## config.mk

```make
export PLATFORM = sky130hd
export DESIGN_NAME = store_buffer
export DESIGN_NICKNAME = d
export VERILOG_FILES = /design/src/rtl/mips_mem_pkg.sv /design/src/rtl/be_gen.sv /design/src/rtl/store_buffer.sv
export SDC_FILE = /design/constraint.sdc
export NUM_CORES = 1
export LEC_CHECK = 0
export BUFFER_PORTS_ARGS = -buffer_cell sky130_fd_sc_hd__buf_2
export CAP_MARGIN = 20
export CELL_PAD_IN_SITES_DETAIL_PLACEMENT = 1
export CELL_PAD_IN_SITES_GLOBAL_PLACEMENT = 1
export CORE_MARGIN = 2
export CORE_UTILIZATION = 30
export DETAILED_ROUTE_END_ITERATION = 6
export PLACE_DENSITY = 0.58
export SLEW_MARGIN = 20
export SYNTH_ARGS = -nofsm -noshare
export SYNTH_HDL_FRONTEND = slang
export SYNTH_SLANG_ARGS = --single-unit
```

## constraint.sdc

```tcl
create_clock -name clk -period 4.7 [get_ports clk]
set_input_delay 0.94 -clock clk [delete_from_list [all_inputs] [get_ports clk]]
set_output_delay 0.94 -clock clk [all_outputs]
set_load 0.02 [all_outputs]
```

## src/rtl/mips_mem_pkg.sv

```systemverilog
// mips_mem_pkg: size encodings, buffer FSM states and store-entry layout shared by the store buffer
package mips_mem_pkg;
  localparam logic [1:0] SZ_WORD = 2'b00;
  localparam logic [1:0] SZ_HALF = 2'b01;
  localparam logic [1:0] SZ_BYTE = 2'b10;
  typedef enum logic [1:0] {IDLE, WR, RD, RDONE} state_t;
  // word address kept wide enough for any ADDR_W up to 64; unused upper bits stay zero
  typedef struct packed {
    logic [61:0] waddr;
    logic [31:0] data;
    logic [3:0]  be;
  } entry_t;
endpackage

```

## src/rtl/be_gen.sv

```systemverilog
// be_gen: byte enables, lane-replicated write data and misalignment flag for a CPU access
module be_gen
  import mips_mem_pkg::*;
(
  input  logic [1:0]  i_size,
  input  logic [1:0]  i_addr,
  input  logic [31:0] i_wdata,
  output logic [3:0]  o_be,
  output logic [31:0] o_data,
  output logic        o_misaligned
);
  always_comb begin
    o_be = i_size == SZ_HALF ? (i_addr[1] ? 4'b1100 : 4'b0011) :
           i_size == SZ_BYTE ? 4'b0001 << i_addr : 4'b1111;
    o_data = i_size == SZ_HALF ? {2{i_wdata[15:0]}} :
             i_size == SZ_BYTE ? {4{i_wdata[7:0]}} : i_wdata;
    o_misaligned = i_size == SZ_HALF ? i_addr[0] :
                   i_size == SZ_BYTE ? 1'b0 : i_addr != 2'b00;
  end
endmodule

```

## src/rtl/store_buffer.sv

```systemverilog
// store_buffer: posted-store FIFO between CPU and memory; loads bypass queued stores unless they hit a buffered word
module store_buffer
  import mips_mem_pkg::*;
#(
  parameter int DEPTH  = 4,
  parameter int ADDR_W = 32
) (
  input  logic              clk,
  input  logic              reset,
  input  logic              memwrite,
  input  logic              memread,
  input  logic [1:0]        size,
  input  logic [ADDR_W-1:0] addr,
  input  logic [31:0]       wdata,
  output logic [31:0]       rdata,
  output logic              stall,
  output logic              misalign,
  output logic              mem_req,
  output logic              mem_we,
  output logic [ADDR_W-1:0] mem_addr,
  output logic [31:0]       mem_wdata,
  output logic [3:0]        mem_be,
  input  logic              mem_ack,
  input  logic [31:0]       mem_rdata
);
  localparam int PW = $clog2(DEPTH);
  state_t r_state;
  entry_t r_mem [DEPTH];
  logic [DEPTH-1:0] r_valid;
  logic [PW-1:0] r_head, r_tail;
  logic [PW:0] r_count;
  logic [3:0] w_be;
  logic [31:0] w_data, w_shift;
  logic w_mis, w_pop, w_full_stall, w_push, w_load, w_match, w_rd_stall;
  be_gen u_be_gen (
    .i_size(size),
    .i_addr(addr[1:0]),
    .i_wdata(wdata),
    .o_be(w_be),
    .o_data(w_data),
    .o_misaligned(w_mis)
  );
  always_comb begin
    w_match = 1'b0;
    for (int i = 0; i < DEPTH; i++)
      w_match = w_match | (r_valid[i] && r_mem[i].waddr == 62'(addr[ADDR_W-1:2]));
    w_pop = r_state == WR && mem_ack;
    // a pop in the same cycle frees the slot, so a full buffer still accepts the store
    w_full_stall = memwrite && !w_mis && r_count == (PW+1)'(DEPTH) && !w_pop;
    w_push = memwrite && !w_mis && !w_full_stall;
    w_load = memread && !memwrite && !w_mis;
    w_rd_stall = w_load && r_state != RDONE;
    w_shift = size == SZ_BYTE ? mem_rdata >> {addr[1:0], 3'b000} :
              size == SZ_HALF ? mem_rdata >> {addr[1], 4'b0000} : mem_rdata;
  end
  assign stall = reset && (w_full_stall || w_rd_stall);
  assign misalign = reset && (memwrite || memread) && w_mis;
  always_ff @(posedge clk) begin
    if (!reset) begin
      r_state <= IDLE;
      r_head <= '0;
      r_tail <= '0;
      r_count <= '0;
      r_valid <= '0;
      rdata <= '0;
      mem_req <= 1'b0;
      mem_we <= 1'b0;
      mem_addr <= '0;
      mem_wdata <= '0;
      mem_be <= '0;
    end else begin
      if (w_push) begin
        r_mem[r_tail] <= '{62'(addr[ADDR_W-1:2]), w_data, w_be};
        r_tail <= r_tail + 1'b1;
      end
      if (w_pop) r_head <= r_head + 1'b1;
      r_valid <= (r_valid & ~(DEPTH'(w_pop) << r_head)) | (DEPTH'(w_push) << r_tail);
      r_count <= r_count + (PW+1)'(w_push) - (PW+1)'(w_pop);
      case (r_state)
        IDLE:
          if (w_load && !w_match) begin
            r_state <= RD;
            mem_req <= 1'b1;
            mem_we <= 1'b0;
            mem_addr <= {addr[ADDR_W-1:2], 2'b00};
          end else if (r_count != '0) begin
            r_state <= WR;
            mem_req <= 1'b1;
            mem_we <= 1'b1;
            mem_addr <= {r_mem[r_head].waddr[ADDR_W-3:0], 2'b00};
            mem_wdata <= r_mem[r_head].data;
            mem_be <= r_mem[r_head].be;
          end
        WR:
          if (mem_ack) begin
            r_state <= IDLE;
            mem_req <= 1'b0;
            mem_we <= 1'b0;
          end
        RD:
          if (mem_ack) begin
            r_state <= RDONE;
            mem_req <= 1'b0;
            rdata <= w_shift;
          end
        default: r_state <= IDLE;
      endcase
    end
  end
endmodule

```

==> impl_metrics.env, run 1 <==
export IMPL_ctsResizeCount=0
export IMPL_max_freq_mhz=297
export IMPL_grt_pass1_vias=11700
export IMPL_overflow=0
export IMPL_yosysTopAreaCellShare_pct=45.7
export IMPL_viasPerCell=4.94
export IMPL_maxSlewViolCount=0
export IMPL_postCtsSetupBuffers=0
export IMPL_cts_tree="yes"
export IMPL_ys_ff_latch=379
export IMPL_grt_pass1_wl_um=75800
export IMPL_crit_fanout=29
export IMPL_critPathBufInv=2
export IMPL_ctsLongestPathBuffers=3
export IMPL_critPathRequiredTime_ns=5.12
export IMPL_worstSetupPathType="in2reg"
export IMPL_yosysWarningCount=0
export IMPL_dp_cells=2190
export IMPL_clk_latency_ns=0.57
export IMPL_reg2reg_slack_ns=1.47
export IMPL_die_w_um=244
export IMPL_numCtsBuffers=43
export IMPL_drive_above_1_share_pct=30.5
export IMPL_clk_pin_slew_ns=0.06
export IMPL_p_per_area_mw_per_mm2=507
export IMPL_tns_ns=0
export IMPL_dominantRegCellSynth="edfxtp_1"
export IMPL_start_util_pct=30.2
export IMPL_r2r_cells=8
export IMPL_critical_path_max_stage_delay_ns=0.65
export IMPL_syn2layout_area_growth_pct=18.6
export IMPL_crit_slowest_cell="nand3_4"
export IMPL_timing_rr_start="r_mem[0][65]"
export IMPL_setup_violations=0
export IMPL_drt_pass1_iter_count=5
export IMPL_worst_ep_arrival_time_ns=3.80
export IMPL_cp_top_family="simple AND/OR/NAND/NOR gates"
export IMPL_io_pins=207
export IMPL_fillers=6134
export IMPL_rsz0062_at_grt="no"
export IMPL_drtIter0Drc=781
export IMPL_peakVddDrop_v=0.000247
export IMPL_hold_worst_slack_ns=0.443
export IMPL_drtAntennaViolNets=0
export IMPL_end_kind="register"
export IMPL_crit_top_cell="nand4_1"
export IMPL_final_nets=1587
export IMPL_hpwl_um=34100
export IMPL_yosys_top_cells_count="edfxtp_1 (264), dfxtp_1 (115), xnor2_1 (109)"
export IMPL_cts_root_buf="clkbuf_16"
export IMPL_drt_wl_total_um=50600
export IMPL_endpoint="mem_addr[29]"
export IMPL_cp_num_cells=9
export IMPL_tightest_slew_ns=1.03
export IMPL_rr_endpoint="mem_addr[29]"
export IMPL_routabilityCongestion=0.798
export IMPL_ys_seq_area_share_pct=59.0
export IMPL_vias=11200
export IMPL_hold_class="reg2reg"
export IMPL_status="finished, final reports clean"
export IMPL_maxCapViolations=0
export IMPL_crit_chain="buf_2, xnor2_1, nand4_1, nor4_1, nand4_1, nand3_4, a21o_1, buf_4, a221oi_2"
export IMPL_place_area_sq_mm=0.0191
export IMPL_drcViolationCount=0
export IMPL_crit_path_start_kind="input port"
export IMPL_clock_sinks=379
export IMPL_finClkSkew_ns=0.0265
export IMPL_antenna_found_initial=9
export IMPL_die_h_um=244
export IMPL_hold_violations=0
export IMPL_utilization_pct=35.8
export IMPL_synthMostInstantiatedCell="edfxtp_1"
export IMPL_syn_inst=1298
export IMPL_async_reset_ff_share_pct=0
export IMPL_grt_usage_pct=16.8
export IMPL_core_area_sq_mm=0.0575
export IMPL_synth_area_leaders="edfxtp_1 (46%), dfxtp_1 (13%), mux4_2 (8.6%)"
export IMPL_fin_crit_sh_pct=71.7
export IMPL_htree_levels=2
export IMPL_syn_area_sq_mm=0.0173
export IMPL_fin_cells=2274
export IMPL_crit_start="addr[31]"
export IMPL_synth_edf_count=264
export IMPL_synth_top_cell_by_area="edfxtp_1"
export IMPL_leakagePower_nw=7.35
export IMPL_yosysUniqueCellTypes=58
export IMPL_final_area_sq_mm=0.0206
export IMPL_grt_max_degree=71
export IMPL_dieArea_sq_mm=0.0597
export IMPL_cts_hold_buf=0
export IMPL_slew_headroom_pct=31.3
export IMPL_min_period_ns=3.37
export IMPL_rows=88
export IMPL_wl_per_cell_um=22.3
export IMPL_portBuffers=204
export IMPL_syn_avg_cell_area_sq_um=13.4
[metrics by stage]
stage               worst slack [ns]  power, mW
floorplan                      0.624       6.11
detailed placement             0.823       7.10
global placement               0.909       7.05
CTS                             1.34       10.6
finish                          1.33       10.4
global route                    1.14       10.9
[kinds of logic (layout without fill, tap and decap cells)]
group	Yosys count	count (layout)	synth area share (%)
AO/OA/AOI/OAI	192	192	8.77
AND/OR/NAND/NOR	301	301	8.55
buffers and inverters	160	367	4.18
XOR/XNOR	121	121	6.11
other	1	5	0.0216
adder cells (fa/ha/maj)	13	13	0.981
flip-flops	379	379	59.0
multiplexers	131	131	12.4
[how the worst min path moves through the flow]
stage	from	to	slack [ns]	depth (start not counted)
2_1_floorplan	r_valid[3]	r_valid[3]	0.45	2
3_3_place_gp	mem_wdata[27]	mem_wdata[27]	0.44	2
3_5_place_dp	mem_wdata[28]	mem_wdata[28]	0.44	2
4_1_cts	mem_wdata[28]	mem_wdata[28]	0.45	2
5_1_grt	mem_wdata[28]	mem_wdata[28]	0.47	2
6_report	mem_wdata[28]	mem_wdata[28]	0.44	2
[layout make-up]
| type | count | area, sq um | area share (%) |
|---|---|---|---|
| clock inverter | 18 | 209 | 1.02 |
| clock buffer | 62 | 1250 | 6.07 |
| timing repair buffer | 238 | 1320 | 6.40 |
| inverter | 49 | 184 | 0.894 |
| tap | 765 | 957 | 4.65 |
| antenna | 3 | 7.51 | 0.0365 |
| sequential | 379 | 10200 | 49.8 |
| multi-input combinational | 760 | 6410 | 31.2 |
[per-layer routing]
metal | vias to the layer above | part of all wire, % | track usage, %
li1 | 5162 | - | -
met1 | 5687 | 45 | 22.8
met2 | 301 | 47 | 27.2
met3 | 69 | 6.4 | 4.24
met4 | 12 | 1.6 | 3.60
met5 | - | 0.14 | 0
[flip-flops by register name, indices dropped and copies added, names as in the netlist, named ones only]
register,count
mem_addr,30
mem_be,4
mem_req,1
mem_wdata,32
mem_we,1
r_count,3
r_head,2
r_mem,264
r_state,2
r_tail,2
r_valid,4
rdata,32
[report_power, final]
group	leakage, nW	internal (mW)	switching [mW]
Sequential	3.32	3.94	0.252
Clock	0.719	2.07	1.39
Combinational	3.31	1.06	1.72
Total	7.35	7.07	3.36
[tightest hold or removal path: cells and delay by family (launching register included)]
family	cells	cell delay (ns)
DFF	1	0.30
and+or+nand+nor	1	0.05
AOI/OAI and AO/OA	1	0.05
[placed cells by master, fill, tap and decap left out, types with 31 or more instances in the layout]
cell / netlist / routed
edfxtp_1: 264 / 264
buf_2: 38 / 203
dfxtp_1: 115 / 113
xnor2_1: 109 / 109
nand2_1: 85 / 85
mux4_2: 66 / 66
nor2_1: 59 / 59
mux2i_1: 54 / 54
nand3_1: 50 / 50
inv_1: 46 / 46
clkbuf_16: 0 / 44
a21oi_1: 43 / 43
buf_4: 4 / 31
Note: power is estimated with default switching activity, not from simulation.
==> run 2: changes to the inputs <==
--- a/config.mk
+++ b/config.mk
@@ -12,7 +12,7 @@
 export CORE_MARGIN = 2
 export CORE_UTILIZATION = 30
 export DETAILED_ROUTE_END_ITERATION = 6
-export PLACE_DENSITY = 0.58
+export PLACE_DENSITY = 0.6
 export SLEW_MARGIN = 20
 export SYNTH_ARGS = -nofsm -noshare
 export SYNTH_HDL_FRONTEND = slang
==> constraint.sdc (replaced) <==
create_clock -name clk -period 2.8 [get_ports clk]
set_input_delay 0.56 -clock clk [delete_from_list [all_inputs] [get_ports clk]]
set_output_delay 0.56 -clock clk [all_outputs]
set_load 0.02 [all_outputs]
==> run 2 against run 1 <==
Against the previous run: cell count up 2.1%; routed wire length grew 0.43%; total power increased by 73%; clock power rose by 82%; largest cell class unchanged; via count is 2.1% higher; hold slack got worse by 0.16 ns; largest power group unchanged; first-iteration DRC count is 25% lower; design area increased by 3.0%; critical path type is now reg2out.
==> impl_metrics.env, run 2 (synthesis results as in run 1) <==
export IMPL_status="finished, final reports clean"
export IMPL_rsz0062_at_grt="no"
export IMPL_drive_above_1_share_pct=33.1
export IMPL_rr_endpoint="mem_wdata[5]"
export IMPL_setup_violations=0
export IMPL_drt_wl_total_um=50800
export IMPL_clk_latency_ns=0.57
export IMPL_end_kind="primary output"
export IMPL_crit_fanout=5
export IMPL_final_area_sq_mm=0.0212
export IMPL_grt_pass1_vias=12000
export IMPL_p_int_mw=12.4
export IMPL_crit_chain="inv_1, ha_1, nand2_1, nand3_1, o22ai_1, and3_1, buf_2"
export IMPL_die_h_um=244
export IMPL_drcViolationCount=0
export IMPL_tightest_slew_ns=0.777
export IMPL_grt_max_degree=70
export IMPL_grt_pass1_wl_um=76300
export IMPL_start_util_pct=30.2
export IMPL_place_area_sq_mm=0.0196
export IMPL_viasPerCell=4.94
export IMPL_layout_common_cells="edfxtp_1 (264), buf_2 (203), dfxtp_1 (112)"
export IMPL_rows=88
export IMPL_dp_cells=2236
export IMPL_p_per_area_mw_per_mm2=853
export IMPL_hold_violations=0
export IMPL_overflow=0
export IMPL_final_nets=1633
export IMPL_routabilityCongestion=0.808
export IMPL_wl_per_cell_um=21.9
export IMPL_hp_start="wdata[0]"
export IMPL_min_period_ns=2.61
export IMPL_critPathBufInv=2
export IMPL_sequentialPowerShare_pct=38.6
export IMPL_crit_path_start_kind="register"
export IMPL_critical_path_max_stage_delay_ns=0.37
export IMPL_pwr_share_comb_pct=26.6
export IMPL_drtIter0Drc=588
export IMPL_syn2layout_area_growth_pct=22.1
export IMPL_dieArea_sq_mm=0.0597
export IMPL_power_switching_mw=5.67
export IMPL_numCtsBuffers=44
export IMPL_top_regs="r_mem x264, mem_wdata x32, rdata x32"
export IMPL_hold_end="r_mem[1][4]"
export IMPL_drtAntennaViolNets=0
export IMPL_utilization_pct=36.8
export IMPL_fin_crit_sh_pct=93.3
export IMPL_htree_levels=2
export IMPL_ctsLongestPathBuffers=3
export IMPL_cp_top_family="simple AND/OR/NAND/NOR gates"
export IMPL_clkPwrFrac_pct=34.8
export IMPL_peakVddDrop_v=0.000421
export IMPL_core_area_sq_mm=0.0575
export IMPL_finClkSkew_ns=0.0273
export IMPL_worst_ep_arrival_time_ns=2.05
export IMPL_min_path_cells=1
export IMPL_sw_frac_of_total_pct=31.4
export IMPL_antenna_found_initial=12
export IMPL_fin_cells=2321
export IMPL_leakagePower_nw=7.68
export IMPL_max_freq_mhz=383
export IMPL_die_w_um=244
export IMPL_clock_sinks=379
export IMPL_hold_class="in2reg"
export IMPL_largest_reg_flops=264
export IMPL_grt_usage_pct=16.9
export IMPL_hpwl_um=34700
export IMPL_worstSetupPathType="reg2out"
export IMPL_slew_headroom_pct=48.2
export IMPL_crit_slowest_cell="dfxtp_2"
export IMPL_r2r_cells=10
export IMPL_layout_commonest_cell="edfxtp_1"
export IMPL_cts_tree="yes"
export IMPL_drt_pass1_iter_count=5
export IMPL_timing_rr_start="r_mem[3][54]"
export IMPL_vias=11500
export IMPL_portBuffers=204
export IMPL_critPathRequiredTime_ns=2.24
export IMPL_maxSlewViolCount=0
export IMPL_place_ws_ns=-0.369
export IMPL_cts_root_buf="clkbuf_16"
export IMPL_clk_pin_slew_ns=0.06
export IMPL_largest_register="r_mem"
export IMPL_maxCapViolations=0
export IMPL_reg2reg_slack_ns=0.21
export IMPL_io_pins=207
export IMPL_setup_slack_ns=0.187
## run 2: cell types whose count changed in the layout (fill, tap and decap cells not counted), sizes merged
cell      delta
bufinv       +5
clkbuf       -4
buf         +46
inv          +1
clkinvlp     -1
## run 2: worst reg2reg max path, stage by stage, from the launching register on
cell	delay, ns
edfxtp_1	0.43
xnor2_2	0.28
nand4_1	0.17
nor4_2	0.38
buf_4	0.19
a311oi_4	0.11
buf_4	0.18
a31oi_4	0.23
buf_12	0.28
nand3_1	0.11
o21ai_0	0.12
## run 2: area by class of cell
type	count	area, sq um
clock buffer	59	1230
fill	6116	36300
sequential	379	10200
timing repair buffer	283	1780
clock inverter	23	349
inverter	49	184
antenna	3	7.51
tap	765	957
multi-input combinational	760	6440
## run 2: worst max-delay path by stage
stage | slack (ns) | start | to | cells past startpoint
global placement | -0.32 | addr[14] | mem_wdata[23] | 11
floorplan | -0.05 | size[1] | r_mem[0][0] | 8
global route | 0.01 | r_state[1] | stall | 7
detailed placement | -0.37 | addr[20] | mem_wdata[5] | 11
CTS | 0.06 | r_mem[3][54] | mem_wdata[5] | 10
finish | 0.19 | r_state[1] | stall | 7
## run 2: routing by layer
layer / share of wire, % / up-vias / GRT usage, % / wire [um]
li1: - / 5255 / - / -
met1: 45 / 5877 / 22.3 / 23000
met2: 47 / 235 / 27.6 / 24000
met3: 5.7 / 81 / 4.51 / 2900
met4: 1.7 / 16 / 3.93 / 858
met5: 0.17 / - / 0 / 85
## run 2: repair_timing
item | 4_1_cts | 5_1_grt
gates resized for setup | 1 | 4
setup endpoints to repair | 26 | 7
hold buffers | 0 | 0
buffers inserted | 0 | 0
endpoints found under the hold margin | 0 | 0
## run 2: per-stage QoR
step / hold slack (ns) / power [mW] / TNS, ns
floorplan: 0.454 / 10.2 / -13.74
global placement: 0.437 / 11.9 / -16.65
detailed placement: 0.440 / 12.0 / -18.95
CTS: 0.245 / 18.3 / 0
global route: 0.260 / 18.9 / 0
finish: 0.278 / 18.1 / 0
## run 2: power groups by stage
| stage | logic, mW | clock network, mW | registers, mW |
|---|---|---|---|
| floorplan | 2.72 | 0 | 7.52 |
| CTS | 4.89 | 6.45 | 6.99 |
| finish | 4.81 | 6.28 | 6.98 |
| global route | 5.22 | 6.66 | 7.06 |
| global placement | 4.79 | 0 | 7.10 |
| detailed placement | 4.87 | 0 | 7.11 |
